## src/rtl/hsv2rgb_pipe.sv

```systemverilog
// hsv2rgb_pipe: pipelined HSV-to-RGB converter placed after the green-screen keyer.
// Inputs are captured on the sampling edge. Three further register stages follow,
// so a pixel sampled at edge N reaches the outputs after edge N+3.
// Row, col, the pass-through word, the valid bit and the en bit all travel
// through the pipe together with the pixel.
module hsv2rgb_pipe #(
  parameter int HUE_MAX = 360,
  parameter int RECIP60 = 1093
) (
  input  logic        clk,
  input  logic        reset_n,
  input  logic        en,
  input  logic        in_valid,
  input  logic [12:0] row,
  input  logic [12:0] col,
  input  logic [23:0] pixel_in,
  input  logic [23:0] pass_in,
  output logic        out_valid,
  output logic [12:0] row_out,
  output logic [12:0] col_out,
  output logic [23:0] pixel_out,
  output logic [23:0] pass_thru
);

  // stage 1: raw capture
  logic        v1_valid, v1_en;
  logic [8:0]  h1;
  logic [6:0]  s1;
  logic [7:0]  val1;
  logic [23:0] pix1, pass1;
  logic [12:0] row1, col1;

  // stage 2: sector / f / chroma
  logic        v2_valid, v2_en;
  logic [2:0]  sector2;
  logic [5:0]  f2;
  logic [7:0]  c2, val2;
  logic [23:0] pix2, pass2;
  logic [12:0] row2, col2;

  // stage 3: g / m
  logic        v3_valid, v3_en;
  logic [2:0]  sector3;
  logic [6:0]  g3;
  logic [7:0]  c3, m3;
  logic [23:0] pix3, pass3;
  logic [12:0] row3, col3;

  // combinational intermediates
  logic [8:0]  h_fix;
  logic [8:0]  base;
  logic [2:0]  sector;
  logic [5:0]  f;
  logic [15:0] c_prod;
  logic [7:0]  c;
  logic [6:0]  g;
  logic [7:0]  m;
  logic [23:0] x_prod;
  logic [7:0]  x;
  logic [7:0]  r_ch, g_ch, b_ch;
  logic [23:0] rgb;

  // Capture the incoming pixel and its side-band unchanged.
  always_ff @(posedge clk or negedge reset_n) begin
    if (!reset_n) begin
      v1_valid <= 1'b0;
      v1_en    <= 1'b0;
      h1       <= '0;
      s1       <= '0;
      val1     <= '0;
      pix1     <= '0;
      pass1    <= '0;
      row1     <= '0;
      col1     <= '0;
    end else begin
      v1_valid <= in_valid;
      v1_en    <= en;
      h1       <= pixel_in[23:15];
      s1       <= pixel_in[14:8];
      val1     <= pixel_in[7:0];
      pix1     <= pixel_in;
      pass1    <= pass_in;
      row1     <= row;
      col1     <= col;
    end
  end

  // Clamp invalid hue, locate the 60-degree sector and scale V by saturation.
  always_comb begin
    h_fix = (32'(h1) >= HUE_MAX) ? 9'd0 : h1;
    if (h_fix >= 9'd300) begin
      sector = 3'd5;
      base   = 9'd300;
    end else if (h_fix >= 9'd240) begin
      sector = 3'd4;
      base   = 9'd240;
    end else if (h_fix >= 9'd180) begin
      sector = 3'd3;
      base   = 9'd180;
    end else if (h_fix >= 9'd120) begin
      sector = 3'd2;
      base   = 9'd120;
    end else if (h_fix >= 9'd60) begin
      sector = 3'd1;
      base   = 9'd60;
    end else begin
      sector = 3'd0;
      base   = 9'd0;
    end
    f = 6'(h_fix - base);
    // S + S[6] maps 127 to 128 so full saturation yields C = V exactly.
    c_prod = 16'(val1) * (16'(s1) + 16'(s1[6]));
    c      = 8'(c_prod >> 7);
  end

  // Register sector, fractional hue and chroma.
  always_ff @(posedge clk or negedge reset_n) begin
    if (!reset_n) begin
      v2_valid <= 1'b0;
      v2_en    <= 1'b0;
      sector2  <= '0;
      f2       <= '0;
      c2       <= '0;
      val2     <= '0;
      pix2     <= '0;
      pass2    <= '0;
      row2     <= '0;
      col2     <= '0;
    end else begin
      v2_valid <= v1_valid;
      v2_en    <= v1_en;
      sector2  <= sector;
      f2       <= f;
      c2       <= c;
      val2     <= val1;
      pix2     <= pix1;
      pass2    <= pass1;
      row2     <= row1;
      col2     <= col1;
    end
  end

  // Odd sectors run the ramp downwards; m lifts every channel to the V level.
  always_comb begin
    g = sector2[0] ? (7'd60 - {1'b0, f2}) : {1'b0, f2};
    m = val2 - c2;
  end

  // Register the ramp position and offset.
  always_ff @(posedge clk or negedge reset_n) begin
    if (!reset_n) begin
      v3_valid <= 1'b0;
      v3_en    <= 1'b0;
      sector3  <= '0;
      g3       <= '0;
      c3       <= '0;
      m3       <= '0;
      pix3     <= '0;
      pass3    <= '0;
      row3     <= '0;
      col3     <= '0;
    end else begin
      v3_valid <= v2_valid;
      v3_en    <= v2_en;
      sector3  <= sector2;
      g3       <= g;
      c3       <= c2;
      m3       <= m;
      pix3     <= pix2;
      pass3    <= pass2;
      row3     <= row2;
      col3     <= col2;
    end
  end

  // X = C*g/60 via the Q0.16 reciprocal, then assign channels by sector.
  always_comb begin
    x_prod = 24'(c3) * 24'(g3) * 24'(RECIP60);
    x      = 8'(x_prod >> 16);
    r_ch   = 8'd0;
    g_ch   = 8'd0;
    b_ch   = 8'd0;
    case (sector3)
      3'd0: begin r_ch = c3; g_ch = x;  end
      3'd1: begin r_ch = x;  g_ch = c3; end
      3'd2: begin g_ch = c3; b_ch = x;  end
      3'd3: begin g_ch = x;  b_ch = c3; end
      3'd4: begin r_ch = x;  b_ch = c3; end
      default: begin r_ch = c3; b_ch = x; end
    endcase
    rgb = {r_ch + m3, g_ch + m3, b_ch + m3};
  end

  // Output register; bypassed pixels leave exactly as they arrived.
  always_ff @(posedge clk or negedge reset_n) begin
    if (!reset_n) begin
      out_valid <= 1'b0;
      pixel_out <= '0;
      pass_thru <= '0;
      row_out   <= '0;
      col_out   <= '0;
    end else begin
      out_valid <= v3_valid;
      pixel_out <= v3_en ? rgb : pix3;
      pass_thru <= pass3;
      row_out   <= row3;
      col_out   <= col3;
    end
  end

endmodule

```

## config.mk

```make
export PLATFORM = sky130hd
export DESIGN_NAME = hsv2rgb_pipe
export DESIGN_NICKNAME = d
export VERILOG_FILES = /design/src/rtl/hsv2rgb_pipe.sv
export SDC_FILE = /design/constraint.sdc
export NUM_CORES = 1
export LEC_CHECK = 0
export CAP_MARGIN = 20
export CORE_ASPECT_RATIO = 0.7
export CORE_MARGIN = 1.5
export CORE_UTILIZATION = 35
export DETAILED_ROUTE_END_ITERATION = 8
export PLACE_DENSITY = 0.55
export SKIP_LAST_GASP = 1
export SYNTH_ARGS = -nofsm -noshare
export SYNTH_HDL_FRONTEND = slang
export SYNTH_SLANG_ARGS = --single-unit
```

## constraint.sdc

```tcl
create_clock -name clk -period 15.1 [get_ports clk]
set_input_delay 3.02 -clock clk [delete_from_list [all_inputs] [get_ports clk]]
set_output_delay 3.02 -clock clk [all_outputs]
set_load 0.05 [all_outputs]
```

==> flow_metrics.env <==
export IMPL_status="completed"
export IMPL_synth_distinct_cells=56
export IMPL_dp_cells=2011
export IMPL_grt_max_degree=129
export IMPL_hp_class="flip-flop to flip-flop"
export IMPL_cts_resized=0
export IMPL_post_route_min_period_ns=9.93
export IMPL_track_usage=0.143
export IMPL_htree_levels=1
export IMPL_postSynthAreaPerCell_um2=12.8
export IMPL_antenna_left=0
export IMPL_drv_cap=0
export IMPL_syn_instance_count=1269
export IMPL_postCtsSetupBuffers=0
export IMPL_dieWidth_um=260
export IMPL_grt_pass1_vias=9503
export IMPL_crit_path_top_delay_cell="dfrtp_1"
export IMPL_cts_tree="yes"
export IMPL_num_io_pins=153
export IMPL_drive_gt1_frac=0.0635
export IMPL_antenna_found_initial=0
export IMPL_syn_nets=1592
export IMPL_core_um2=45400
export IMPL_holdBufCountCts=0
export IMPL_critPathArrivalTime_ns=10.39
export IMPL_fin_worst_skew_ns=0.0209
export IMPL_row_count=65
export IMPL_ys_flop_type="dfrtp_1"
export IMPL_drv_slew=0
export IMPL_avgViaCountPerCell=4.55
export IMPL_synth_edf_count=0
export IMPL_root_buffer="clkbuf_16"
export IMPL_gp_congestion=0.864
export IMPL_hpwlAfterDp_um=25200
export IMPL_clock_path_buffers=3
export IMPL_path_max_fanout=13
export IMPL_area_growth_pct=20.3
export IMPL_netlist_area_um2=16200
export IMPL_start_util=0.357
export IMPL_die_h_um=183
export IMPL_synth_seq_cells=346
export IMPL_worst_setup_path_end_kind="flip-flop"
export IMPL_yosysWarnings=0
export IMPL_crit_path_max_incr_delay_ns=0.60
export IMPL_dieArea_um2=47600
export IMPL_wire_per_inst_um=16.0
export IMPL_grt_setup_unrepaired="no"
export IMPL_fin_tns_setup_ns=0
export IMPL_num_vias=9419
export IMPL_cts_sinks=346
export IMPL_mostFrequentLayoutCells="346 x dfrtp_1, 165 x ha_1, 151 x clkdlybuf4s50_1"
export IMPL_fmax_mhz=101
export IMPL_grt_pass1_wl_um=53300
export IMPL_num_antenna_cells=0
export IMPL_clkTransAtPathRegs_ns=0.07
export IMPL_worst_setup_path_start_kind="flip-flop"
export IMPL_portBuffers=152
export IMPL_tightest_slew_ns=0.925
export IMPL_slew_limit_headroom=0.383
export IMPL_layout_commonest_cell="dfrtp_1"
export IMPL_numCtsBuffers=31
export IMPL_drtIter0Drc=544
export IMPL_drtPass1Iterations=5
export IMPL_min_period_over_period=0.658
export IMPL_setup_viol=0
export IMPL_layout_nets=1764
export IMPL_required_ns=15.56
export IMPL_path_class="flip-flop to flip-flop"
export IMPL_hold_viol=0
export IMPL_async_reset_ff_frac=1.00
export IMPL_grt_overflow_total=0
export IMPL_layout_cells_non_filler=2068
export IMPL_wl_um=33100
export IMPL_worstSkewPairLatency_ns=0.58
export IMPL_drc=0
export IMPL_seq_area_frac_synth=0.535
-- flip-flops by register name (all words and copies together) (netlist names), 13 cells and up --
| name | cells |
|---|---|
| pass1 | 24 |
| pass2 | 24 |
| pass3 | 24 |
| pass_thru | 24 |
| pix2 | 24 |
| pix3 | 24 |
| pixel_out | 24 |
| pix1 | 23 |
| col1 | 13 |
| col2 | 13 |
| col3 | 13 |
| col_out | 13 |
| row1 | 13 |
| row2 | 13 |
| row3 | 13 |
| row_out | 13 |
-- routing by layer --
metal  global-route usage  vias up  wire length [µm]
li1                     -     4494                 -
met1                0.230     4660             17400
met2                0.188      217             13000
met3               0.0337       48              1980
met4               0.0354        0               736
met5                    0        -                 0
-- synth_stat cells, types with 3 or more instances --
| cell | instances | area, µm² |
|---|---|---|
| a21o_1 | 16 | 120 |
| xnor2_1 | 52 | 455 |
| o21bai_1 | 15 | 113 |
| o21a_1 | 6 | 45.0 |
| a22oi_1 | 3 | 22.5 |
| a211oi_1 | 5 | 37.5 |
| dfrtp_1 | 346 | 8660 |
| nor2_1 | 48 | 180 |
| nand2b_1 | 5 | 31.3 |
| nand2_1 | 81 | 304 |
| ha_1 | 165 | 2060 |
| inv_1 | 134 | 503 |
| fa_1 | 80 | 1600 |
| and3_1 | 7 | 43.8 |
| o21ai_0 | 21 | 105 |
| o22ai_1 | 5 | 31.3 |
| nand4_1 | 3 | 18.8 |
| and2_1 | 83 | 519 |
| a21oi_1 | 61 | 305 |
| xor2_1 | 20 | 175 |
| mux2_2 | 21 | 236 |
| a21boi_0 | 3 | 22.5 |
| a31oi_1 | 4 | 25.0 |
| nand3_1 | 13 | 65.1 |
| clkbuf_1 | 18 | 67.6 |
| mux2i_1 | 8 | 80.1 |
| nor3_1 | 10 | 50.1 |
-- cell type report --
cell class / instances / area (µm²)
Tap cell: 603 / 754
Clock inverter: 20 / 188
Timing Repair Buffer: 158 / 1570
Sequential cell: 346 / 8660
Multi-Input combinational cell: 769 / 6960
Fill cell: 4191 / 25900
Clock buffer: 37 / 848
Inverter: 135 / 507
-- worst max-delay path: cells and delay by family, from the launching register on --
family,cells,cell delay [ns]
AOI/OAI and AO/OA,16,2.95
xor gates and xnor gates,4,1.00
adders and majority gates,10,4.39
buffers and inverters,5,0.32
DFF,1,0.60
muxes,1,0.26
and+or+nand+nor,2,0.26
-- metrics by stage --
| step | utilization | worst slack, ns | instance area [µm²] | hold slack (ns) |
|---|---|---|---|---|
| 6_report | 0.429 | 5.17 | 19500 | 0.343 |
| 5_1_grt | 0.429 | 4.39 | 19500 | 0.354 |
| 4_1_cts | 0.429 | 5.20 | 19500 | 0.350 |
| 3_5_place_dp | 0.406 | 5.25 | 18400 | 0.335 |
| 3_3_place_gp | 0.406 | 5.34 | 18400 | 0.331 |
| 2_1_floorplan | - | 6.18 | 16200 | 0.331 |
-- kinds of logic after synthesis --
family / Yosys count / synth area share
AOI/OAI and AO/OA: 160 / 0.0627
xor gates and xnor gates: 72 / 0.0389
adders and majority gates: 245 / 0.226
buffers and inverters: 154 / 0.0357
DFF: 346 / 0.535
muxes: 30 / 0.0205
and+or+nand+nor: 262 / 0.0810
-- worst paths after layout --
check	start	endpoint	slack (ns)	cells after the start
max in group asynchronous	reset_n	sector3[1]	10.26	3
worst min register to register	pass2[23]	pass3[23]	0.34	0
worst max-delay path	c3[0]	pixel_out[23]	5.17	38
min in group asynchronous	reset_n	pass_thru[9]	2.54	1
worst min-delay path	pass2[23]	pass3[23]	0.34	0
worst max register to register	c3[0]	pixel_out[23]	5.17	38
Power is left out: the tool's default activity adds up to more than one toggle a clock period on the data nets, which glitch-free logic cannot reach.
